$ cat src/rtl/ll_pkg.sv
// ll_pkg: definitions shared by the linked-list response path.
//   - default widths for read-back data, node/size fields and list index
//   - t_resp_code   : codes carried on resp_code
//   - t_mngr_status : status values reported by the linked-list manager
//   - t_resp_gen_st : response generator states
//   - mngr_resp_code: maps a manager status to a response code
package ll_pkg;

   localparam int DATA_WIDTH    = 32;
   localparam int NODENUM_WIDTH = 8;
   localparam int NUM_LL_WIDTH  = 4;

   typedef enum logic [3:0] {
      RSP_OK            = 4'd0,
      RSP_NOP_ACK       = 4'd1,
      RSP_DECODE_ERR    = 4'd2,
      RSP_TIMEOUT       = 4'd3,
      RSP_MNGR_ERR_BASE = 4'd8
   } t_resp_code;

   // Values 4..7 are reserved/other and are passed through unchanged.
   typedef enum logic [2:0] {
      MST_OK          = 3'd0,
      MST_LL_EMPTY    = 3'd1,
      MST_POS_OOR     = 3'd2,
      MST_LL_INACTIVE = 3'd3
   } t_mngr_status;

   typedef enum logic [1:0] {
      ST_IDLE      = 2'd0,
      ST_WAIT_MNGR = 2'd1,
      ST_HOLD_RESP = 2'd2,
      ST_CMPLT     = 2'd3
   } t_resp_gen_st;

   // A good status becomes RSP_OK; any other status keeps its value in the
   // low bits with bit 3 set, so the top sees which manager error occurred.
   function automatic logic [3:0] mngr_resp_code(input logic [2:0] status);
      logic [3:0] code;
      if (status == MST_OK) begin
         code = RSP_OK;
      end else begin
         code = RSP_MNGR_ERR_BASE | {1'b0, status};
      end
      return code;
   endfunction

endpackage

$ cat src/rtl/ll_resp_timeout_ctr.sv
// ll_resp_timeout_ctr: cycle counter bounding the wait for the manager.
//   clk, reset_n : clock, synchronous active-low reset
//   clear        : return the count to zero (has priority over enable)
//   enable       : advance the count by one per cycle
//   expired      : count has reached TIMEOUT_CYCLES-1
// The count parks at its last value so expired stays asserted until cleared.
module ll_resp_timeout_ctr #(
   parameter int TIMEOUT_CYCLES = 1024
) (
   input  logic clk,
   input  logic reset_n,
   input  logic clear,
   input  logic enable,
   output logic expired
);

   localparam int CW = (TIMEOUT_CYCLES > 2) ? $clog2(TIMEOUT_CYCLES) : 1;
   localparam logic [CW-1:0] LAST = CW'(TIMEOUT_CYCLES - 1);

   logic [CW-1:0] count_r;

   // Cycle counter: cleared outside the wait, saturates at LAST.
   always_ff @(posedge clk) begin
      if (!reset_n) begin
         count_r <= '0;
      end else if (clear) begin
         count_r <= '0;
      end else if (enable && (count_r != LAST)) begin
         count_r <= count_r + 1'b1;
      end else begin
         count_r <= count_r;
      end
   end

   assign expired = (count_r == LAST);

endmodule

$ cat src/rtl/ll_resp_gen_unit.sv
// ll_resp_gen_unit: turns one completion event per request into a single
// response beat on a valid/ready interface, then pulses resp_gen_cmpltd.
//   Inputs : resp_no_op, resp_gen_decode_err(+_type) from the decode unit;
//            req_taken, mngr_op_done, mngr_op_status/rd_data/ll_num/ll_size
//            from the linked-list manager; resp_rdy from top.
//   Outputs: resp_vld, resp_code, resp_data, resp_ll_num, resp_ll_size to top;
//            resp_gen_cmpltd to the decode unit; resp_count of accepted beats.
// All outputs come straight from registers.
module ll_resp_gen_unit #(
   parameter int DATA_WIDTH     = ll_pkg::DATA_WIDTH,
   parameter int NODENUM_WIDTH  = ll_pkg::NODENUM_WIDTH,
   parameter int NUM_LL_WIDTH   = ll_pkg::NUM_LL_WIDTH,
   parameter int TIMEOUT_CYCLES = 1024
) (
   input  logic                     clk,
   input  logic                     reset_n,
   input  logic                     resp_no_op,
   input  logic                     resp_gen_decode_err,
   input  logic                     resp_gen_decode_err_type,
   input  logic                     req_taken,
   input  logic                     mngr_op_done,
   input  logic [2:0]               mngr_op_status,
   input  logic [DATA_WIDTH-1:0]    mngr_rd_data,
   input  logic [NUM_LL_WIDTH-1:0]  mngr_ll_num,
   input  logic [NODENUM_WIDTH-1:0] mngr_ll_size,
   output logic                     resp_vld,
   input  logic                     resp_rdy,
   output logic [3:0]               resp_code,
   output logic [DATA_WIDTH-1:0]    resp_data,
   output logic [NUM_LL_WIDTH-1:0]  resp_ll_num,
   output logic [NODENUM_WIDTH-1:0] resp_ll_size,
   output logic                     resp_gen_cmpltd,
   output logic [15:0]              resp_count
);

   import ll_pkg::*;

   t_resp_gen_st             state_r;
   logic                     resp_vld_r;
   logic                     resp_gen_cmpltd_r;
   logic [3:0]               resp_code_r;
   logic [DATA_WIDTH-1:0]    resp_data_r;
   logic [NUM_LL_WIDTH-1:0]  resp_ll_num_r;
   logic [NODENUM_WIDTH-1:0] resp_ll_size_r;
   logic [15:0]              resp_count_r;
   logic                     timer_expired_s;
   logic                     timer_clear_s;
   logic                     timer_enable_s;

   // The timer only runs while waiting for the manager; entering the wait
   // from IDLE therefore always starts from zero.
   assign timer_clear_s  = (state_r != ST_WAIT_MNGR);
   assign timer_enable_s = (state_r == ST_WAIT_MNGR);

   ll_resp_timeout_ctr #(
      .TIMEOUT_CYCLES (TIMEOUT_CYCLES)
   ) u_timeout_ctr (
      .clk     (clk),
      .reset_n (reset_n),
      .clear   (timer_clear_s),
      .enable  (timer_enable_s),
      .expired (timer_expired_s)
   );

   // Response FSM with its registered outputs and payload.
   always_ff @(posedge clk) begin
      if (!reset_n) begin
         state_r           <= ST_IDLE;
         resp_vld_r        <= 1'b0;
         resp_gen_cmpltd_r <= 1'b0;
         resp_code_r       <= 4'd0;
         resp_data_r       <= '0;
         resp_ll_num_r     <= '0;
         resp_ll_size_r    <= '0;
         resp_count_r      <= 16'd0;
      end else begin
         case (state_r)
            ST_IDLE: begin
               resp_gen_cmpltd_r <= 1'b0;
               // Priority: decode error, then no-op, then manager request.
               if (resp_gen_decode_err) begin
                  resp_code_r    <= RSP_DECODE_ERR;
                  resp_data_r    <= {{(DATA_WIDTH-1){1'b0}}, resp_gen_decode_err_type};
                  resp_ll_num_r  <= '0;
                  resp_ll_size_r <= '0;
                  resp_vld_r     <= 1'b1;
                  state_r        <= ST_HOLD_RESP;
               end else if (resp_no_op) begin
                  resp_code_r    <= RSP_NOP_ACK;
                  resp_data_r    <= '0;
                  resp_ll_num_r  <= '0;
                  resp_ll_size_r <= '0;
                  resp_vld_r     <= 1'b1;
                  state_r        <= ST_HOLD_RESP;
               end else if (req_taken && mngr_op_done) begin
                  // Manager finished in the same cycle it took the request.
                  resp_code_r    <= mngr_resp_code(mngr_op_status);
                  resp_data_r    <= mngr_rd_data;
                  resp_ll_num_r  <= mngr_ll_num;
                  resp_ll_size_r <= mngr_ll_size;
                  resp_vld_r     <= 1'b1;
                  state_r        <= ST_HOLD_RESP;
               end else if (req_taken) begin
                  resp_vld_r <= 1'b0;
                  state_r    <= ST_WAIT_MNGR;
               end else begin
                  // A stray mngr_op_done without a request is dropped here.
                  resp_vld_r <= 1'b0;
                  state_r    <= ST_IDLE;
               end
            end

            ST_WAIT_MNGR: begin
               resp_gen_cmpltd_r <= 1'b0;
               // Done is checked first so it wins over a same-cycle expiry.
               if (mngr_op_done) begin
                  resp_code_r    <= mngr_resp_code(mngr_op_status);
                  resp_data_r    <= mngr_rd_data;
                  resp_ll_num_r  <= mngr_ll_num;
                  resp_ll_size_r <= mngr_ll_size;
                  resp_vld_r     <= 1'b1;
                  state_r        <= ST_HOLD_RESP;
               end else if (timer_expired_s) begin
                  resp_code_r    <= RSP_TIMEOUT;
                  resp_data_r    <= '0;
                  resp_ll_num_r  <= '0;
                  resp_ll_size_r <= '0;
                  resp_vld_r     <= 1'b1;
                  state_r        <= ST_HOLD_RESP;
               end else begin
                  resp_vld_r <= 1'b0;
                  state_r    <= ST_WAIT_MNGR;
               end
            end

            ST_HOLD_RESP: begin
               // resp_vld is high throughout this state; leave only on handshake.
               if (resp_rdy) begin
                  resp_vld_r        <= 1'b0;
                  resp_gen_cmpltd_r <= 1'b1;
                  resp_count_r      <= resp_count_r + 16'd1;
                  state_r           <= ST_CMPLT;
               end else begin
                  resp_vld_r        <= 1'b1;
                  resp_gen_cmpltd_r <= 1'b0;
                  state_r           <= ST_HOLD_RESP;
               end
            end

            ST_CMPLT: begin
               resp_vld_r        <= 1'b0;
               resp_gen_cmpltd_r <= 1'b0;
               state_r           <= ST_IDLE;
            end

            default: begin
               resp_vld_r        <= 1'b0;
               resp_gen_cmpltd_r <= 1'b0;
               state_r           <= ST_IDLE;
            end
         endcase
      end
   end

   assign resp_vld        = resp_vld_r;
   assign resp_gen_cmpltd = resp_gen_cmpltd_r;
   assign resp_code       = resp_code_r;
   assign resp_data       = resp_data_r;
   assign resp_ll_num     = resp_ll_num_r;
   assign resp_ll_size    = resp_ll_size_r;
   assign resp_count      = resp_count_r;

endmodule

$ cat config.mk
export PLATFORM = sky130hd
export DESIGN_NAME = ll_resp_gen_unit
export DESIGN_NICKNAME = d
export VERILOG_FILES = /design/src/rtl/ll_pkg.sv /design/src/rtl/ll_resp_timeout_ctr.sv /design/src/rtl/ll_resp_gen_unit.sv
export SDC_FILE = /design/constraint.sdc
export NUM_CORES = 1
export LEC_CHECK = 0
export CAP_MARGIN = 20
export CORE_AREA = 2 2 73 75
export DETAILED_ROUTE_END_ITERATION = 10
export DIE_AREA = 0 0 75 77
export DONT_BUFFER_PORTS = 1
export GPL_TIMING_DRIVEN = 0
export HOLD_SLACK_MARGIN = 0.03
export PLACE_DENSITY_LB_ADDON = 0.08
export SYNTH_ARGS = -nofsm -noshare
export SYNTH_HDL_FRONTEND = slang
export SYNTH_HIERARCHICAL = 1
export SYNTH_SLANG_ARGS = --single-unit
$ cat constraint.sdc
create_clock -name clk -period 3.6 [get_ports clk]
set_input_delay 0.54 -clock clk [delete_from_list [all_inputs] [get_ports clk]]
set_output_delay 0.54 -clock clk [all_outputs]
set_load 0.1 [all_outputs]
# [Word level (Yosys, flattened, before mapping)]
# Index checks and enable logic that the tools add are counted.
# W data, S select, Z words.
[word_totals] reg_bits=78 inputBits=55 out_inout_bits=66 elab_cells=71
[classes] addsub=2 n_mux=42 bitwise=1 reduce_logical=9 n_eq_ne=8
[ops] cell="$mux W32" n=5
[ops] cell="$pmux W32 S2" n=1
[ops] cell="$mux W4" n=11
[ops] cell="$mux W8" n=5
[ops] cell="$add A16 B1 Y16 const B" n=1
[ops] cell="$pmux W4 S2" n=2
[ops] cell="$pmux W8 S2" n=1
[ops] cell="$add A10 B1 Y10 const B" n=1
[ops] cell="$eq A10 B10 Y1 const B" n=1
[ops] cell="$mux W2" n=5
[ops] cell="$ne A10 B10 Y1 const B" n=1
[ops] cell="$mux W1" n=9
[ops] cell="$pmux W2 S4" n=1
[ops] cell="$eq A2 B2 Y1 const B" n=2
[ops] cell="$ne A4 B4 Y1 const B" n=1
[ops] cell="$pmux W1 S4" n=1
[ops] cell="$logic_not A3 Y1" n=1
[ops] cell="$ne A3 B3 Y1 const B" n=1
[ops] cell="$reduce_and A3 Y1" n=1
[ops] cell="$reduce_or A3 Y1" n=1
[ops] cell="$eq A2 B1 Y1 const B" n=1
[ops] cell="$logic_and A1 B1 Y1" n=2
[ops] cell="$logic_not A2 Y1" n=1
[ops] cell="$ne A2 B1 Y1 const B" n=1
[ops] cell="other kinds (5)" n=5

# [Longest topological paths before layout]
[logic_depth] depth_word=6 mapped_depth=12 ltp_nobuf=7

# [Hierarchy]
# Netlist, hierarchy kept.
[by_module_without_submodules] module="ll_resp_gen_unit" cells_each=237 seq_area_each_um2=1361.3 instances=1 area_each_um2=2538.7
[by_module_without_submodules] module="ll_resp_timeout_ctr" cells_each=71 seq_area_each_um2=200.2 instances=1 area_each_um2=684.4

# [Worst setup path after synthesis]
# Ideal clock, no wire load.
[synth_timing] kind="register to register" from="register resp_count_r[2], in the netlist resp_count[2]" to="register resp_count_r[15], in the netlist resp_count[15]" synth_period_minus_slack_ns=2.383 arrival_time_ns=2.261 path_stages_with_launch=5 setup_slack_ns=1.217 required_time_ns=3.478 setup_time_ns=0.122 path_buffers=0 path_cell_list="dfxtp_1 nand4_1 nor4_1 nand3_1 mux2i_1"
[synth_via] elab_chain_len=1
[synth_rtl] element="start, declared" line_no="ll_resp_gen_unit.sv:45" text="logic [15:0] resp_count_r;"
[synth_rtl] element="start signal, assigned" line_no="ll_resp_gen_unit.sv:141" text="resp_count_r <= resp_count_r + 16'd1;"
[synth_rtl] element="$add A16 B1 Y16" line_no="ll_resp_gen_unit.sv:141"
# No other way between the ends.
# A chain may end at the register's enable or synchronous reset.

# [Worst setup path after layout]
# Ends and elaborated chain as after synthesis.

==> results.json <==
{
  "place_congestion": 0.7932,
  "numCtsBuffers": 9,
  "rsz0062_at_grt": "false",
  "synth_top_area_share_pct": 48.45,
  "power_density_mw_per_mm2": 556.6,
  "synth_seq_area_share_pct": 48.45,
  "yosys_warnings": 6,
  "async_reset_ff_share_pct": 0,
  "syn-num-nets": 368,
  "cp.arrival_ns": 2.90,
  "pin_count": 121,
  "p_leak_nw": 1.346,
  "sw_frac_of_total_pct": 30.84,
  "end_kind": "flip-flop",
  "synth_cell_type_count": 54,
  "area_growth_pct": 9.627,
  "ys_ff_latch": 78,
  "drt-total-wl_um": 6743,
  "p_seq_share_pct": 57.6,
  "design.die.area_mm2": 0.005775,
  "antenna_found_initial": 0,
  "p_total_w": 0.001967,
  "yosys.area.top_type": "dfxtp_1",
  "cts_root_buffer": "clkbuf_8",
  "cts_buffer_depth": 2,
  "clk_latency_ns": 0.33,
  "drtIter0Drc": 76,
  "period_needed_ns": 2.676,
  "drt_first_pass_iters": 4,
  "hold_class": "primary input to flip-flop",
  "clock-sinks": 78,
  "clkTransAtPathRegs_ns": 0.08,
  "tritoncts": "built",
  "slew_headroom_pct": 25.30,
  "cts.htree.levels": 3,
  "cts_resized": 0,
  "dp_hpwl_um": 4880,
  "vias": 2411,
  "critPathMaxFanout": 10,
  "dieWidth_um": 75,
  "ys.flop_type": "dfxtp_1",
  "max_freq_mhz": 373.7,
  "grt_usage_pct": 23.07,
  "finalHoldViolations": 0,
  "drive_gt1_share_pct": 13.27,
  "final_nets": 379,
  "cts_hold_buf": 0,
  "synth-edff-count": 0,
  "synthCells": 308,
  "grt_pass1_wl_um": 10450,
  "overflow": 0,
  "syn_area_per_cell_um2": 10.46,
  "setup_violations": 0,
  "wl_per_cell_um": 17.11,
  "p_int_w": 0.001360,
  "antenna_cells_inserted": 0,
  "start_util_pct": 64.76,
  "outcome": "complete, no violations",
  "drc_errors": 0,
  "netlist_area_mm2": 0.003223,
  "post_cts_buffers": 0,
  "drv_slew": 0,
  "pwr-share-comb_pct": 6.0,
  "antenna_left": 0,
  "core_mm2": 0.004977,
  "crit_type": "flip-flop to flip-flop",
  "clock_skew_ns": 0.007291,
  "ir_drop_mv": 0.3108,
  "die_y_um": 77,
  "avgViaCountPerCell": 6.119,
  "rows": 26,
  "final.setup.tns_ns": 0,
  "power_frac_clock_pct": 36.4,
  "p_switching_w": 0.0006066,
  "drv_cap": 0,
  "io_buffers": 0,
  "worstPathRequired_ns": 3.83,
  "yosys-top-cells-area": "dfxtp_1 48%, a22o_1 12%, buf_6 3.1%",
  "grt_max_degree": 14,
  "grt_pass1_vias": 2202,
  "fin_util_pct": 70.99,
  "start_kind": "flip-flop",
  "fin_crit_sh_pct": 74.34,
  "worstMarginPinSlew_ns": 1.119
}
-- kinds of logic after synthesis --
kind of cell               Yosys count  share of synthesized area (%)
adders and majority gates            5                          1.941
xor gates and xnor gates            11                          2.989
AOI/OAI and AO/OA                   89                          22.90
DFF                                 78                          48.45
and+or+nand+nor                     94                          16.93
buffers and inverters               29                          6.172
muxes                                2                         0.6211
-- critical path, stage by stage (launching register included) --
cell,delay [ns]
dfxtp_1,1.07
nand4_1,0.58
nor4_1,0.58
nand3_1,0.16
mux2i_1,0.18
-- per-stage QoR --
step	hold WS, ns	worst slack [ns]	instances	cell area, um2
2_1_floorplan	0.4648	1.217	308	3223
3_3_place_gp	0.4840	0.9492	378	3311
3_5_place_dp	0.5042	0.9430	378	3311
4_1_cts	0.3115	0.9274	394	3533
5_1_grt	0.3147	0.7269	394	3533
6_report	0.3246	0.9238	394	3533
-- cell usage after synthesis (all sizes together), types with 3 or more instances --
master / count
nand3: 13
dfxtp: 78
o21ai: 9
buf: 15
a211oi: 8
a21oi: 6
nand4: 6
xnor2: 4
and4: 4
ha: 5
a22o: 44
clkbuf: 3
inv: 11
nor2: 10
nor4: 4
or3: 4
xor2: 7
and3: 3
a21boi: 6
nand2: 15
and2: 13
nand2b: 4
nor3: 11
-- path summary, 6_finish.rpt --
check / start / end / slack (ns) / cells after the start
max: resp_count[2] / resp_count[15] / 0.92 / 4
max reg2reg: resp_count[2] / resp_count[15] / 0.92 / 4
min reg2reg: u_timeout_ctr/count_r[8] / u_timeout_ctr/count_r[8] / 0.51 / 2
min: mngr_ll_num[0] / resp_ll_num[0] / 0.32 / 1
-- metal layers --
metal | track usage [%] | vias up | share of wire (%)
met5 | 0 | - | 0
met4 | 6.964 | 0 | 0.99
met3 | 7.227 | 6 | 11
met2 | 36.23 | 107 | 45
met1 | 29.99 | 1126 | 43
li1 | - | 1172 | -
-- registers in the layout (all words and copies together) (netlist names) --
name and flops:
resp_data 32, resp_count 16, u_timeout_ctr/count_r 10, resp_ll_size 8, resp_code 4, resp_ll_num 4, state_r 2, resp_gen_cmpltd 1
resp_vld 1
-- cell usage in the layout (no fill, tap or decap), types with 4 or more instances in the layout --
master	n
buf_6	9
clkbuf_1	4
inv_1	11
and4_1	4
nand3_1	12
a21boi_0	5
nand2b_1	4
nor3_1	10
nand2_1	14
nand4_1	5
ha_1	5
or3_1	4
o21ai_0	9
nor4_1	4
a22o_1	44
nor2_1	9
clkbuf_8	10
dfxtp_1	78
a211oi_2	4
a21oi_1	5
xnor2_1	4
a211oi_1	4
buf_2	5
and2_1	13
xor2_1	7
-- power by group through the flow --
| stage | clock [W] | sequential (W) | combinational [W] |
|---|---|---|---|
| after CTS | 0.000730 | 0.00113 | 0.000117 |
| final | 0.000716 | 0.00113 | 0.000118 |
| after global routing | 0.000759 | 0.00114 | 0.000131 |
| after global placement | 0 | 0.00115 | 0.000115 |
| after detailed placement | 0 | 0.00115 | 0.000116 |
| after floorplan | 0 | 0.00115 | 0.0000981 |
-- area by class of cell --
class                   count  area [um2]
plain buffers              18       157.7
clock buffers              11       141.4
clock inverters             5       81.33
fillers                   386        1444
inverters                  11       41.29
multi-input cells         201        1463
flip-flops and latches     78        1562
well taps                  70       87.58
(Power assumes the default switching activity.)
